--- src/rtl/router_term_src.sv ---
// Terminal-side packet source: host-fed FIFO presented to a mesh router terminal input,
// with self-addressed drop, sticky misuse flags and a head-of-line stall watchdog.
module router_term_src #(
   parameter int PCK_SZ    = 40,
   parameter int DEPTH     = 8,
   parameter int DST_MSB   = PCK_SZ - 9,
   parameter int DST_LSB   = PCK_SZ - 14,
   parameter int TERM_ID   = 0,
   parameter bit DROP_SELF = 1'b1,
   parameter int STALL_MAX = 128
) (
   input  logic                     clk,
   input  logic                     reset,
   input  logic                     push,
   input  logic [PCK_SZ-1:0]        data_in,
   output logic                     full,
   output logic [$clog2(DEPTH):0]   count,
   output logic [PCK_SZ-1:0]        data_out_i_in,
   output logic                     pndng_i_in,
   input  logic                     popin,
   output logic                     overflow,
   output logic                     underflow,
   output logic                     stall,
   output logic [15:0]              self_drop_cnt
);

   localparam int               AW      = $clog2(DEPTH);
   localparam int               CW      = AW + 1;
   localparam logic [CW-1:0]    DEPTH_C = CW'(DEPTH);
   localparam logic [7:0]       STALL_C = 8'(STALL_MAX);

   logic [PCK_SZ-1:0] mem_r [DEPTH];
   logic [AW:0]       wr_ptr_r, rd_ptr_r;
   logic [CW-1:0]     count_r;
   logic              full_r, pndng_r;
   logic [PCK_SZ-1:0] head_r;
   logic [7:0]        wait_cnt_r;
   logic              overflow_r, underflow_r, stall_r;
   logic [15:0]       self_cnt_r;

   logic              self_s, push_ok_s, pop_ok_s, overflow_ev_s, underflow_ev_s;
   logic [AW:0]       wr_ptr_nxt_s, rd_ptr_nxt_s;
   logic [CW-1:0]     count_nxt_s;
   logic [PCK_SZ-1:0] head_nxt_s;
   logic [7:0]        wait_nxt_s;
   logic [15:0]       self_cnt_nxt_s;

   // Handshake decode and next-state computation for pointers, occupancy, head and watchdog.
   always_comb begin
      self_s         = 1'b0;
      push_ok_s      = 1'b0;
      pop_ok_s       = popin & pndng_r;
      underflow_ev_s = popin & ~pndng_r;
      overflow_ev_s  = 1'b0;
      wr_ptr_nxt_s   = wr_ptr_r;
      rd_ptr_nxt_s   = rd_ptr_r;
      count_nxt_s    = count_r;
      head_nxt_s     = '0;
      wait_nxt_s     = wait_cnt_r;
      self_cnt_nxt_s = self_cnt_r;

      if (DROP_SELF && (data_in[DST_MSB:DST_LSB] == 6'(TERM_ID))) begin
         self_s = push;
      end else begin
         self_s = 1'b0;
      end

      // A full FIFO still accepts when the router frees the head on the same edge.
      push_ok_s     = push & ~self_s & (~full_r | popin);
      overflow_ev_s = push & ~self_s & full_r & ~popin;

      if (push_ok_s) begin
         wr_ptr_nxt_s = wr_ptr_r + (AW+1)'(1);
      end else begin
         wr_ptr_nxt_s = wr_ptr_r;
      end

      if (pop_ok_s) begin
         rd_ptr_nxt_s = rd_ptr_r + (AW+1)'(1);
      end else begin
         rd_ptr_nxt_s = rd_ptr_r;
      end

      case ({push_ok_s, pop_ok_s})
         2'b10:   count_nxt_s = count_r + CW'(1);
         2'b01:   count_nxt_s = count_r - CW'(1);
         default: count_nxt_s = count_r;
      endcase

      // The write slot can only coincide with the next head when that entry is the sole one.
      if (count_nxt_s == CW'(0)) begin
         head_nxt_s = '0;
      end else if (push_ok_s && (wr_ptr_r[AW-1:0] == rd_ptr_nxt_s[AW-1:0])) begin
         head_nxt_s = data_in;
      end else begin
         head_nxt_s = mem_r[rd_ptr_nxt_s[AW-1:0]];
      end

      if (!pndng_r || popin) begin
         wait_nxt_s = 8'd0;
      end else if (wait_cnt_r != 8'hFF) begin
         wait_nxt_s = wait_cnt_r + 8'd1;
      end else begin
         wait_nxt_s = wait_cnt_r;
      end

      if (self_s && (self_cnt_r != 16'hFFFF)) begin
         self_cnt_nxt_s = self_cnt_r + 16'd1;
      end else begin
         self_cnt_nxt_s = self_cnt_r;
      end
   end

   // Packet storage; contents are meaningless until indexed by a valid pointer.
   always_ff @(posedge clk) begin
      if (push_ok_s) begin
         mem_r[wr_ptr_r[AW-1:0]] <= data_in;
      end
   end

   // Control state and registered outputs.
   always_ff @(posedge clk or negedge reset) begin
      if (!reset) begin
         wr_ptr_r    <= '0;
         rd_ptr_r    <= '0;
         count_r     <= '0;
         full_r      <= 1'b0;
         pndng_r     <= 1'b0;
         head_r      <= '0;
         wait_cnt_r  <= 8'd0;
         overflow_r  <= 1'b0;
         underflow_r <= 1'b0;
         stall_r     <= 1'b0;
         self_cnt_r  <= 16'd0;
      end else begin
         wr_ptr_r    <= wr_ptr_nxt_s;
         rd_ptr_r    <= rd_ptr_nxt_s;
         count_r     <= count_nxt_s;
         full_r      <= (count_nxt_s == DEPTH_C);
         pndng_r     <= (count_nxt_s != CW'(0));
         head_r      <= head_nxt_s;
         wait_cnt_r  <= wait_nxt_s;
         overflow_r  <= overflow_r | overflow_ev_s;
         underflow_r <= underflow_r | underflow_ev_s;
         stall_r     <= stall_r | (wait_nxt_s >= STALL_C);
         self_cnt_r  <= self_cnt_nxt_s;
      end
   end

   assign full          = full_r;
   assign count         = count_r;
   assign pndng_i_in    = pndng_r;
   assign data_out_i_in = head_r;
   assign overflow      = overflow_r;
   assign underflow     = underflow_r;
   assign stall         = stall_r;
   assign self_drop_cnt = self_cnt_r;

endmodule
--- config.mk ---
export PLATFORM = sky130hd
export DESIGN_NAME = router_term_src
export DESIGN_NICKNAME = d
export VERILOG_FILES = /design/src/rtl/router_term_src.sv
export SDC_FILE = /design/constraint.sdc
export NUM_CORES = 1
export LEC_CHECK = 0
export ABC_CLOCK_PERIOD_IN_PS = 15600
export BUFFER_PORTS_ARGS = -buffer_cell sky130_fd_sc_hd__buf_2
export CAP_MARGIN = 0
export CORE_ASPECT_RATIO = 0.7
export CORE_UTILIZATION = 60
export CTS_CLUSTER_SIZE = 30
export DETAILED_ROUTE_END_ITERATION = 6
export PLACE_DENSITY = 0.77
export SKIP_LAST_GASP = 1
export SLEW_MARGIN = 15
export SYNTH_ARGS = -nofsm -noshare
export SYNTH_HDL_FRONTEND = slang
export SYNTH_SLANG_ARGS = --single-unit
--- constraint.sdc ---
create_clock -name clk -period 15.6 [get_ports clk]
set_input_delay 0.78 -clock clk [delete_from_list [all_inputs] [get_ports clk]]
set_output_delay 0.78 -clock clk [all_outputs]
set_load 0.05 [all_outputs]
# Word-level counts from Yosys, hierarchy flattened
# Memory sizes are Yosys's and may differ from the RTL's.
# Index checks and enable logic that the tools add are counted.
# op_classes
n_addsub,6
n_lt_le_gt_ge,1
eq_ne,6
muxes,9
n_bitwise,14
reduce_logical,7
# ops
op,n
40-bit two-way mux,2
16-bit by 1-bit adder with 16-bit output (second input constant),1
8-bit two-way mux,2
16-bit != test (second input constant),1
4-bit by 1-bit adder with 4-bit output (second input constant),3
8-bit by 1-bit adder with 8-bit output (second input constant),1
8-bit >= comparator (second input constant),1
8-bit != test (second input constant),1
4-bit case mux with 2 select lines,1
1-bit AND,6
6-bit zero test,1
4-bit equality test (second input constant),1
4-bit zero test,1
1-bit NOT,4
1-bit bitwise OR,4
4-bit nonzero test,1
4-bit by 1-bit subtractor with 4-bit output (second input constant),1
3-bit equality test,1
1-bit two-way mux,3
3-bit two-way mux,1
2-bit by 1-bit equality test with 1-bit output (second input constant),1
2-bit equality test (second input constant),1
1-bit logical AND,2
1-bit zero test,1
1-bit logical OR,1
# word_totals
reg_bits,81
ram_bits,320
inputBits,44
output_inout_bits,65
word_cells,56
memories,1
# memory_table
memory,depth,word_bits,read_ports,rd_clocked_by_memory_dff,write_ports,line,rtl
mem_r,8,40,1,0,1,32,logic [PCK_SZ-1:0] mem_r [DEPTH];

# Depth between registers and ports, before layout
# depth
word_depth,9
depth_mapped,13
ltp_nobuf,12

# Worst setup path after synthesis
# No wires, ideal clock.
# synth_path
path_type,input -> register
from,in data_in[27]
to,"mem mem_r[2][0], enable pin"
setup_ns,0.552
arrival_ns,5.417
required_ns,15.048
slack_ns,9.631
cell_stages,4
n_path_buf,0
cell_sequence,nor4_1 > nand2_1 > nand3b_1 > nor4b_1
# synth_between
elab_chain_cells,7
# synth_lines
item,line,rtl
from (decl),15,"input logic [PCK_SZ-1:0] data_in,"
6-bit zero test,62,if (DROP_SELF && (data_in[DST_MSB:DST_LSB] == 6'(TERM_ID))) begin
1-bit two-way mux,62,
1-bit NOT,69,push_ok_s = push & ~self_s & (~full_r | popin);
1-bit AND (2 in a row),69,
1-bit two-way mux,116,if (push_ok_s) begin
1-bit two-way mux (implied by the code),117,mem_r[wr_ptr_r[AW-1:0]] <= data_in;
to (decl),32,
# Every way passes these cells.

# Worst setup path after layout
# layout_path
from,"reg pndng_r, in the netlist pndng_i_in"
to,"reg head_r[34], in the netlist data_out_i_in[34]"
# layout_between
elab_chain_cells,6
elab_cells_between_ends,11
classes_between,eq/ne (3); mux (4); bitwise (1); reduce/logical (2); memory (1)
# layout_lines
item,line,rtl
from (decl),35,"logic full_r, pndng_r;"
from (signal assigned),140,pndng_r <= (count_nxt_s != CW'(0));
1-bit AND *,52,pop_ok_s = popin & pndng_r;
branches (longest 4 deep; another with memory 8 x 40 bit),n/a,
40-bit two-way mux *,91,if (count_nxt_s == CW'(0)) begin
named net head_nxt_s[34],44,logic [PCK_SZ-1:0] head_nxt_s;
to (signal assigned),141,head_r <= head_nxt_s;
to (decl),36,logic [PCK_SZ-1:0] head_r;
# Mark *: on every way through the listed nets, which the timed path passes.
# A chain may end at the register's enable or synchronous reset.

==> run metrics <==
outcome complete, no violations; DRC 0; Post-CTS Setup Bufs 0; drt wl/cell around 21 um; fin worst setup slack 10.87 ns; power share of the combinational group 40.8%; Final Hold Viols 0; row count 49; post-cts hold buffer count 0; Final GP Congestion 0.823; clock tree buffer depth 3; crit-path leading delay family simple AND/OR/NAND/NOR gates; final wirelength 35.1 mm; Max Slew Vio Count 0; Critical Path Fanout Max 72; Setup WS pre-CTS roughly 10 ns; LEAKAGE between 6 and 7 nW; die area 27300 um^2; first-pass GRT wire length ~56 mm; critical path, cell by cell a21bo_2, and2_4, buf_4, xnor2_1, or4_2, buf_4, o2111ai_2, a21oi_1; Setup crit start kind register; Core Area 25900 um^2; initial antenna violation count 1; die span in x 197 um; synthesis-to-layout area growth 12.9%; worst vdd ir approximately 0.00024 V; kind of critical path reg2reg; power per cell area ~220 nW/um^2; skew final 0.0158 ns; top post-synthesis cells by area edfxtp_1, dfrtp_1, nand2_1; post-route cell area approximately 18000 um^2; RSZ-0062 raised after global routing no; CTS tree yes; Fin Setup TNS 0 ns; Initial Util 61.6%; sequential area share after synthesis 72.5%; Tmin final 4.73 ns; # IOs 109; Total GRT Usage 26.6%; share of the synthesized area in the top cell type between 60% and 70%; CTS Buf Count 37; Syn Area/Cell approximately 13 um^2; Period Utilization, post-route 30.3%; DP HPWL 19.1 mm; Overflow after GRT 0; Worst EP required 15.96 ns; maxcap violations 0; Slew @ Worst Pin between 1 and 1.5 ns; Synth cell types between 40 and 50; Synth area leader edfxtp_1; area of the multi-input gates 4090 um^2; #FFs+latches synth roughly 400; Crit-path slowest cell or4_2; largest net degree at the start of global routing 98; worst skew pair latency 0.53 ns; drt pass-1 iters 5; CP endpoint kind register; CP arrival slightly above 5 ns; clock network power share between 20% and 30%; Max-slew headroom 28.8%; Antenna Nets Post-Route 0; Net Sw Frac 39.9%; Power Total 3.94 mW; Avg Vias per Cell a little under 6; Clock transition at path regs around 0.060 ns; layout cells sized above 1 a little under a fifth; TritonCTS Sinks 399; Ys Warns 0; Vias between 9000 and 10000; Buf/Inv on CP 2; Finish-stage setup viols 0; Seq pwr share 36.8%; H-tree Lvls 2; Mapped Cells 1194; sw power approximately 1.6 mW; fmax roughly 210 MHz; critical path's largest stage delay between 0.9 and 1 ns; Root Buffer clkbuf_16; vias in the first global route 9813; Reg2Reg Setup Slack 10.87 ns; final-layout fill cell count 1754; Die Y 139 um; FF/Latch Area 11600 um^2; CP most frequent cell buf_4; min-delay worst type in2async; Post-Syn Nets 1245; final net count 1341; post-cts sizing count 0; Buffers on Ports ~110; P_int 2.36 mW; drt initial violations about 1000; Post-Syn Area 16000 um^2; Area after DPL ~17000 um^2
## metal layers
metal / GRT usage, % / routed length [um] / vias up
li1: - / - / 4560
met1: 40.5 / 15600 / 4970
met2: 41.0 / 16300 / 393
met3: 3.68 / 2560 / 53
met4: 7.14 / 619 / 0
met5: 0 / 0 / -
## through the flow
stage	instances	hold slack [ns]	utilization, %
floorplan	1194	0.484	-
detailed placement	1608	0.461	65.1
global route	1674	0.146	69.5
CTS	1673	0.133	69.5
global placement	1608	0.450	65.1
finish	1674	0.141	69.5
## synth_stat cells (all sizes together)
cell type	number
nand3	50
nor2	138
a31o	1
nand4b	1
edfxtp	320
nor4b	2
a21o	1
a32o	1
or4	1
or2	1
or3	2
nor4	3
buf	35
a21oi	46
and3	45
nand2b	4
nor3b	5
o21bai	1
inv	7
o31ai	1
xor2	12
clkbuf	39
nand3b	3
clkinv	1
mux2	2
o21ai	3
a21bo	2
nand4	5
dfrtp	79
a211oi	41
ha	7
o211a	1
nor2b	1
xnor2	20
o32a	1
a22oi	1
o2111ai	40
and2	1
a31oi	41
nor3	5
nand2	222
mux2i	2
## state kept, by name, indices dropped and copies added, names as in the netlist, 3 cells and up
name / cells
count: 4
wait_cnt_r: 8
rd_ptr_r: 3
self_drop_cnt: 16
data_out_i_in: 40
mem_r: 320
wr_ptr_r: 3
## cell usage in the layout (no fill, tap or decap), types with 37 or more instances in the layout
master / netlist / routed
nand2_1: 222 / 222
clkbuf_16: 0 / 37
and3_1: 45 / 45
nand3_1: 50 / 50
dfrtp_1: 79 / 79
a31oi_1: 41 / 41
a21oi_1: 46 / 46
nor2_1: 138 / 137
a211oi_1: 41 / 41
o2111ai_2: 40 / 40
edfxtp_1: 320 / 320
buf_2: 23 / 107
## worst register-to-register path: cells and delay by family (launching register included)
kind            cells  cell delay (ns)
compound gates      3             0.99
simple gates        2             1.83
xor+xnor            1             0.24
buf+inv             2             1.06
flops               1             0.46
## worst paths after layout
check,from,to,cells past startpoint
max,pndng_i_in,data_out_i_in[34],8
min,reset,data_out_i_in[20],1
max reg2reg,pndng_i_in,data_out_i_in[34],8
min reg2reg,underflow,underflow,1
max in group asynchronous,reset,data_out_i_in[16],2
min in group clk,underflow,underflow,1
## power groups by stage
| stage | clock [mW] | combinational (mW) | sequential (mW) |
|---|---|---|---|
| floorplan | 0 | 0.985 | 1.68 |
| global placement | 0 | 1.54 | 1.47 |
| detailed placement | 0 | 1.60 | 1.47 |
| CTS | 0.885 | 1.61 | 1.45 |
| global route | 0.926 | 1.75 | 1.47 |
| finish | 0.878 | 1.61 | 1.45 |
## final cells by class
type,instances,area share [%]
tap,357,2.48
clock buffer,48,5.53
sequential,399,64.3
inverter,8,0.180
clock inverter,17,0.867
multi-input combinational,713,22.7
timing repair buffer,131,3.97
antenna,1,0.0139
## logic make-up after synthesis
| kind of cell | Yosys count | share of synthesized area [%] |
|---|---|---|
| buffers and inverters | 82 | 2.33 |
| xor gates and xnor gates | 32 | 1.75 |
| and+or+nand+nor | 489 | 13.2 |
| DFF | 399 | 72.5 |
| adders and majority gates | 7 | 0.548 |
| muxes | 4 | 0.266 |
| AOI/OAI and AO/OA | 181 | 9.38 |
Power figures use the tool's default switching activity.
